`config.mk`:
```
export PLATFORM = sky130hd
export DESIGN_NAME = bus_initiator
export DESIGN_NICKNAME = d
export VERILOG_FILES = /design/src/rtl/bus_initiator_pkg.sv /design/src/rtl/bus_initiator_fifo.sv /design/src/rtl/bus_initiator.sv
export SDC_FILE = /design/constraint.sdc
export NUM_CORES = 1
export LEC_CHECK = 0
export BUFFER_PORTS_ARGS = -buffer_cell sky130_fd_sc_hd__buf_2
export CORE_ASPECT_RATIO = 0.5
export CORE_UTILIZATION = 50
export CTS_CLUSTER_DIAMETER = 40
export DETAILED_ROUTE_END_ITERATION = 10
export HOLD_SLACK_MARGIN = 0.06
export PLACE_DENSITY = 0.73
export RECOVER_POWER = 50
export SETUP_SLACK_MARGIN = 0.3
export SLEW_MARGIN = 15
export SYNTH_ARGS = -nofsm -noshare
export SYNTH_HDL_FRONTEND = slang
export SYNTH_HIERARCHICAL = 1
export SYNTH_SLANG_ARGS = --single-unit
```
`constraint.sdc`:
```
create_clock -name clk -period 4.3 [get_ports clk]
set_clock_uncertainty 0.05 [all_clocks]
set_input_delay 0.215 -clock clk [delete_from_list [all_inputs] [get_ports clk]]
set_output_delay 0.215 -clock clk [all_outputs]
set_load 0.02 [all_outputs]
```
`src/rtl/bus_initiator_pkg.sv`:
```
// bus_initiator_pkg: shared widths, FSM state type and FIFO request word for bus_initiator.
package bus_initiator_pkg;
    localparam int ADDR_W = 16;
    localparam int DATA_W = 32;

    typedef enum logic [1:0] {IDLE, ACCESS, RESP} state_e;

    typedef struct packed {
        logic              rw;
        logic [ADDR_W-1:0] addr;
        logic [DATA_W-1:0] wdata;
    } req_t;
endpackage

```
`src/rtl/bus_initiator_fifo.sv`:
```
// bus_initiator_fifo: synchronous FIFO of DEPTH elements of type T, async active-high reset.
// Ports: clk_i, rst_i; push_i/data_i write side (ignored when full);
//        pop_i/data_o read side (data_o shows the head, pop ignored when empty);
//        full_o, empty_o status.
module bus_initiator_fifo #(
    parameter int  DEPTH = 4,
    parameter type T     = logic [7:0]
) (
    input  logic clk_i,
    input  logic rst_i,
    input  logic push_i,
    input  T     data_i,
    input  logic pop_i,
    output T     data_o,
    output logic full_o,
    output logic empty_o
);
    localparam int AW = $clog2(DEPTH);

    T           mem_q [DEPTH];
    logic [AW:0] wr_q, rd_q;

    // Pointers carry one extra wrap bit so full and empty are distinguishable.
    assign empty_o = wr_q == rd_q;
    assign full_o  = (wr_q[AW] != rd_q[AW]) && (wr_q[AW-1:0] == rd_q[AW-1:0]);
    assign data_o  = mem_q[rd_q[AW-1:0]];

    always_ff @(posedge clk_i or posedge rst_i) begin
        if (rst_i) begin
            wr_q <= '0;
            rd_q <= '0;
        end else begin
            if (push_i && !full_o) wr_q <= wr_q + 1'b1;
            if (pop_i && !empty_o) rd_q <= rd_q + 1'b1;
        end
    end

    always_ff @(posedge clk_i) begin
        if (push_i && !full_o) mem_q[wr_q[AW-1:0]] <= data_i;
    end
endmodule

```
`src/rtl/bus_initiator.sv`:
```
// bus_initiator: queues valid/ready requests and runs them one at a time on the cs/rw/addr/data bus.
// Parameters: DEPTH request FIFO entries (power of two, >=2); TIMEOUT_CYCLES ACCESS cycle limit.
// Optional macro BUS_INITIATOR_TIMEOUT_EN: aborts an ACCESS with rsp_err after TIMEOUT_CYCLES.
// Ports: clk, reset (async active-high);
//        req_valid/req_ready/req_rw/req_addr/req_wdata upstream request port;
//        rsp_valid/rsp_ready/rsp_rdata/rsp_err upstream response port;
//        cs/rw/addr/data_out driven to the responder, data_in/ready returned from it.
module bus_initiator
    import bus_initiator_pkg::*;
#(
    parameter int DEPTH          = 4,
    parameter int TIMEOUT_CYCLES = 16
) (
    input  logic              clk,
    input  logic              reset,
    input  logic              req_valid,
    output logic              req_ready,
    input  logic              req_rw,
    input  logic [ADDR_W-1:0] req_addr,
    input  logic [DATA_W-1:0] req_wdata,
    output logic              rsp_valid,
    input  logic              rsp_ready,
    output logic [DATA_W-1:0] rsp_rdata,
    output logic              rsp_err,
    output logic              cs,
    output logic              rw,
    output logic [ADDR_W-1:0] addr,
    output logic [DATA_W-1:0] data_out,
    input  logic [DATA_W-1:0] data_in,
    input  logic              ready
);
    req_t   head;
    logic   full, empty, pop, tmo;
    state_e state_q, state_d;
    logic              cs_q, cs_d, rw_q, rw_d, err_q, err_d;
    logic [ADDR_W-1:0] addr_q, addr_d;
    logic [DATA_W-1:0] wdata_q, wdata_d, rdata_q, rdata_d;

    bus_initiator_fifo #(.DEPTH(DEPTH), .T(req_t)) u_fifo (
        .clk_i  (clk),
        .rst_i  (reset),
        .push_i (req_valid),
        .data_i ('{rw: req_rw, addr: req_addr, wdata: req_wdata}),
        .pop_i  (pop),
        .data_o (head),
        .full_o (full),
        .empty_o(empty)
    );

`ifdef BUS_INITIATOR_TIMEOUT_EN
    localparam int CW = $clog2(TIMEOUT_CYCLES + 1);
    logic [CW-1:0] cnt_q;
    // Counts ACCESS cycles; zero outside ACCESS so every access starts fresh.
    always_ff @(posedge clk or posedge reset) begin
        if (reset) cnt_q <= '0;
        else       cnt_q <= (state_q == ACCESS) ? cnt_q + 1'b1 : '0;
    end
    assign tmo = cnt_q == CW'(TIMEOUT_CYCLES - 1);
`else
    // Watchdog compiled out: a negative limit can never be configured, so this never fires.
    assign tmo = TIMEOUT_CYCLES < 0;
`endif

    assign req_ready = !full;
    assign rsp_valid = state_q == RESP;
    assign cs        = cs_q;
    assign rw        = rw_q;
    assign addr      = addr_q;
    assign data_out  = wdata_q;
    assign rsp_rdata = rdata_q;
    assign rsp_err   = err_q;

    always_comb begin
        state_d = state_q;
        cs_d    = cs_q;
        rw_d    = rw_q;
        addr_d  = addr_q;
        wdata_d = wdata_q;
        rdata_d = rdata_q;
        err_d   = err_q;
        pop     = 1'b0;
        case (state_q)
            IDLE: if (!empty) begin
                pop = 1'b1;
                if (head.addr[1:0] == 2'b00) begin
                    cs_d    = 1'b1;
                    rw_d    = head.rw;
                    addr_d  = head.addr;
                    wdata_d = head.rw ? '0 : head.wdata;
                    state_d = ACCESS;
                end else begin
                    err_d   = 1'b1;
                    rdata_d = '0;
                    state_d = RESP;
                end
            end
            // ready on the terminal watchdog cycle still completes normally.
            ACCESS: if (ready || tmo) begin
                cs_d    = 1'b0;
                rw_d    = 1'b0;
                addr_d  = '0;
                wdata_d = '0;
                rdata_d = (ready && rw_q) ? data_in : '0;
                err_d   = !ready;
                state_d = RESP;
            end
            RESP: state_d = rsp_ready ? IDLE : RESP;
            default: state_d = IDLE;
        endcase
    end

    always_ff @(posedge clk or posedge reset) begin
        if (reset) begin
            state_q <= IDLE;
            cs_q    <= 1'b0;
            rw_q    <= 1'b0;
            addr_q  <= '0;
            wdata_q <= '0;
            rdata_q <= '0;
            err_q   <= 1'b0;
        end else begin
            state_q <= state_d;
            cs_q    <= cs_d;
            rw_q    <= rw_d;
            addr_q  <= addr_d;
            wdata_q <= wdata_d;
            rdata_q <= rdata_d;
            err_q   <= err_d;
        end
    end
endmodule

```
* After elaboration in Yosys (flattened, before gate mapping)
Memories as Yosys holds them, arrays and structs flattened.
Index checks and enable logic that the tools add are counted.
Widths: inputs -> output; s select.
** Operators by class
- Add/subtract/negate cells :: 2
- Equality and inequality tests :: 9
- Muxes and demuxes :: 34
- Reduce and logical (&&, ||, !) cells :: 13
** Operators by type and width (number)
- $mux 32 :: 8
- $pmux 32 s2 :: 2
- $mux 16 :: 3
- $pmux 16 s2 :: 1
- $mux 1 :: 12
- $mux 2 :: 4
- $ne 2x2->1 const B :: 4
- $reduce_and 4->1 :: 2
- $add 3x1->3 const B :: 2
- $pmux 1 s2 :: 3
- $pmux 2 s3 :: 1
- $logic_and 1x1->1 :: 4
- $logic_not 2->1 :: 2
- $eq 3x3->1 :: 1
- $logic_not 1->1 :: 3
- $eq 2x1->1 const B :: 1
- $eq 2x2->1 :: 1
- $eq 2x2->1 const B :: 1
- $reduce_and 2->1 :: 1
- $reduce_bool 2->1 :: 1
- $ne 1x1->1 :: 1
** Storage, ports and cells
- Register bits :: 91
- Memory bits (writable) :: 196
- Bits of input ports :: 86
- Output and inout bits :: 85
- Word-level logic and storage cells :: 68
- Memories kept :: 1
** Memories
- u_fifo.mem_q :: depth 4, bits a word 49, rd ports 1, clocked after Yosys merged registers in 0, wr ports 1, line bus_initiator_fifo.sv:20 : T mem_q [DEPTH];

* Logic depth before layout (Yosys ltp)
- Word-level depth :: 6
- Gate-level depth with buffers :: 8
- Gate-level depth less buffers :: 6

* Cells and area by module
The synthesis kept the hierarchy.
** Modules (own cells, without submodules)
- bus_initiator_fifo :: instances 1, cells an instance 306, area each 7576.0 um^2, sequential area each 6035.8 um^2
- bus_initiator :: instances 1, cells an instance 215, area each 3131.8 um^2, sequential area each 2127.0 um^2

* Worst setup path after synthesis
Ideal clock, no wire load.
- Path kind :: reg-to-reg
- Start :: reg u_fifo.rd_q[1]
- End :: mem u_fifo/mem_q[3][0] (netlist bit), enable pin
- Setup time :: 0.431 ns
- Arrival :: 2.337 ns
- Data required time :: 3.819 ns
- Setup slack :: 1.483 ns
- Cell stages (with the launch flop) :: 4
- Path buffers :: 1
- Clock period less this slack :: 2.817 ns
- Cells stage by stage :: dfrtp_1 -> buf_2 -> xnor2_1 -> a31oi_2
** On the way
- Longest elaborated chain between the ends :: 6
** RTL lines
- start, declared :: line bus_initiator_fifo.sv:21 : logic [AW:0] wr_q, rd_q;
- start signal, assigned :: line bus_initiator_fifo.sv:34 : if (pop_i && !empty_o) rd_q <= rd_q + 1'b1;
- $eq 2x2->1 :: line bus_initiator_fifo.sv:25 : assign full_o = (wr_q[AW] != rd_q[AW]) && (wr_q[AW-1:0] == rd_q[AW-1:0]);
- $logic_and 1x1->1 :: line bus_initiator_fifo.sv:25
- $logic_not 1->1 :: line bus_initiator_fifo.sv:39 : if (push_i && !full_o) mem_q[wr_q[AW-1:0]] <= data_i;
- $logic_and 1x1->1 :: line bus_initiator_fifo.sv:39
- $mux 1 :: line bus_initiator_fifo.sv:39
- $mux 1 (implied by the code) :: line bus_initiator_fifo.sv:39
- end, declared :: line bus_initiator_fifo.sv:20
No other way between the ends.

* Worst setup path after layout
- Start :: reg u_fifo.rd_q[1]
- End :: reg wdata_q[13] (netlist: data_out[13])
** On the way
- Elaborated cells between the ends (all ways) :: 10
- Classes of those cells :: eq/ne: 3; mux: 4; reduce/logical: 2; memory: 1
** RTL lines
- $eq 3x3->1 :: line bus_initiator_fifo.sv:24 : assign empty_o = wr_q == rd_q;
- via empty :: line bus_initiator.sv:33 : logic full, empty, pop, tmo;
- $ne 2x2->1 (no source line)
- $reduce_and 4->1 (no source line)
- end signal, assigned :: line bus_initiator.sv:126 : wdata_q <= wdata_d;
- end, declared :: line bus_initiator.sv:37 : logic [DATA_W-1:0] wdata_q, wdata_d, rdata_q, rdata_d;
The timed path passes the listed nets, and every way through them passes these cells. The select of a mux whose other input is x is not followed.
A chain may end at the register's enable or synchronous reset.

==> results.cfg <==
[sta]
tightest_slew_ns = 1.86
setup_violations = 0
grt_setup_unrepaired = false
hold_viol = 0
fin_ws_ns = 1.33
min_period_ns = 2.97
maxSlewViolCount = 37
tns_ns = 0
slew_headroom_pct = -24.6
fin_crit_sh_pct = 69.2
fmax_mhz = 336

[synthesis]
synthCells = 521
syn_avg_cell_area_um2 = 20.6
synth-seq-area-share_pct = 76.2
yosys_warnings = 6
synth_enable_flop_cells = 196
syn-cell-area_um2 = 10700
synth_ff_type = edfxtp_1
synth.distinct_cells = 36
ys_ff_latch = 287
synthArstFlopShare_pct = 31.7
synth_fp_nets = 612

[clock_tree]
cts_made_buffers = 26
cts_tree = done
path_clk_slew_ns = 0.07
cts.htree.levels = 1
clk_latency_ns = 0.53
clock_path_buffers = 3
root_buffer = clkbuf_16
cts_sinks = 287

[global_route]
antenna_found_initial = 0
grt_pass1_wl_mm = 34.7
grt_max_degree = 51
grt.total_usage_pct = 20.8
first_global_vias = 6137
grt_overflow = 0

[outcome]
violations = capacitance limit, slew limit
status = complete, but fails checks

[floorplanning]
die_height_um = 105
fp.coreArea_um2 = 20800
ioPinCount = 171
num_rows = 37
dieArea_um2 = 22000
start_util_pct = 51.5
die_x_um = 209

[finish]
final_area_um2 = 13400
most-common-layout-cells = edfxtp_1 (196), clkbuf_1 (139), dfrtp_1 (89)
fin_cells = 1076
fill_cells = 1447
areaGrowthSynthToFinish_pct = 24.9
mostFrequentLayoutCell = edfxtp_1
regArea_um2 = 8170
finish.net_count = 874
n_antenna_cell = 0
drive_gt1_share_pct = 20.0
multi_input_area_um2 = 2360

[drt]
drt-initial-drc-count = 502
routedWlPerCell_um = 21.1
vias = 6003
drc_errors = 0
first_pass_iters = 5
drtAntennaViolNets = 0
viasPerCell = 5.58
routed_wl_mm = 22.7

[placement]
place_area_um2 = 11800
placed_cells = 943
io_buffer_count = 170
place.detailed.hpwl_mm = 12.7
gp_congestion = 0.778
post-place-ws_ns = 1.34

[setup_path]
cp-end-kind = register
arrival_ns = 3.38
path_class = reg -> reg
crit_required_ns = 4.71
slowest_stage = a21o_2
cp_cell_sequence = xor2_1 > nor3_1 > or4_4 > a21o_2 > a22o_1
crit_path_max_incr_delay_ns = 0.88
path_max_fanout = 49
critPathLaunchType = register

[hold_path]
hold_path.class = in -> async

[pwr]
peakVddDrop_mv = 0.260
powerDensity_nw_per_um2 = 674
leakage_nw = 4.90

[job]
maxCapViolCount = 1
## cell usage after synthesis (2+ instances only)
library cell	number	area, um2
a22o_1	47	412
and3_1	3	18.8
xor2_2	2	32.5
xor2_1	2	17.5
o21ai_0	3	15.0
ha_1	5	62.6
buf_4	6	45.0
a21oi_1	7	35.0
dfrtp_1	91	2280
and2_1	2	12.5
nand2_1	7	26.3
inv_1	7	26.3
a32o_1	32	320
edfxtp_1	196	5890
a211oi_2	2	25.0
nor2b_1	2	12.5
buf_6	3	33.8
xnor2_1	4	35.0
o31ai_2	2	25.0
or2_2	2	12.5
nor3_1	3	15.0
buf_2	12	60.1
nand2b_1	4	25.0
clkbuf_1	12	45.0
o31ai_1	3	22.5
nor2_1	4	15.0
mux4_2	49	1100
## flip-flops by register name (all words and copies together), names as in the netlist
signal / count
addr: 16
cs: 1
data_out: 32
rsp_err: 1
rsp_rdata: 32
rw: 1
state_q: 2
u_fifo/mem_q: 196
u_fifo/rd_q: 3
u_fifo/wr_q: 3
## power breakdown
group / switching [W] / leakage, nW / total (W) / internal, W
Combinational: 0.00158 / 1.49 / 0.00268 / 0.00110
Clock: 0.000991 / 0.411 / 0.00227 / 0.00127
Sequential: 0.000385 / 3.00 / 0.00406 / 0.00368
Total: 0.00295 / 4.90 / 0.00901 / 0.00605
## logic make-up after synthesis
| group | after synthesis | synth area share (%) |
|---|---|---|
| AOI/OAI and AO/OA | 100 | 8.30 |
| xor gates and xnor gates | 9 | 0.947 |
| adders and majority gates | 5 | 0.584 |
| buffers and inverters | 40 | 1.96 |
| DFF | 287 | 76.2 |
| muxes | 49 | 10.3 |
| and+or+nand+nor | 31 | 1.67 |
## per-layer routing
| layer | GRT usage (%) | routed length (um) |
|---|---|---|
| met3 | 3.58 | 1170 |
| met4 | 4.52 | 365 |
| met5 | 0 | 0 |
| met1 | 27.9 | 9730 |
| met2 | 36.0 | 11400 |
## what timing repair did
| item | 4_1_cts | 5_1_grt |
|---|---|---|
| resized for setup | 0 | 0 |
| endpoints found under the hold margin | 275 | 0 |
| hold buffers | 85 | 0 |
| setup buffers | 0 | 0 |
## through the flow
stage / util, % / hold slack, ns / power (W)
after floorplan: - / -0.0440 / 0.00602
after global placement: 56.9 / 0.136 / 0.00673
after detailed placement: 56.9 / 0.143 / 0.00680
after CTS: 65.1 / 0.175 / 0.00913
after global routing: 64.3 / 0.184 / 0.00942
final: 64.3 / 0.166 / 0.00901
## cell type report
type | count | area share [%]
Tap cell | 273 | 2.55
Sequential cell | 287 | 61.1
Inverter | 7 | 0.206
Multi-Input combinational cell | 194 | 17.7
Clock inverter | 11 | 0.795
Clock buffer | 37 | 5.55
Timing Repair Buffer | 267 | 12.1
## worst max-delay path, delay by kind of cell, from the launching register on
kind	cells	cell delay, ns
and+or+nand+nor	2	0.66
xor gates and xnor gates	1	0.25
DFF	1	0.73
AOI/OAI and AO/OA	2	1.19
## worst paths after layout
kind                                      from              to  slack, ns  cells after the start
max in group asynchronous                reset        addr[14]       1.55                      4
worst max register to register  u_fifo/rd_q[1]    data_out[13]       1.33                      5
worst min register to register         addr[0]         addr[0]       0.44                      1
worst min-delay path                     reset  u_fifo/rd_q[0]       0.17                      3
min in group clk                    data_in[6]    rsp_rdata[6]       0.40                      3
worst max-delay path            u_fifo/rd_q[1]    data_out[13]       1.33                      5
(Power assumes the default switching activity.)
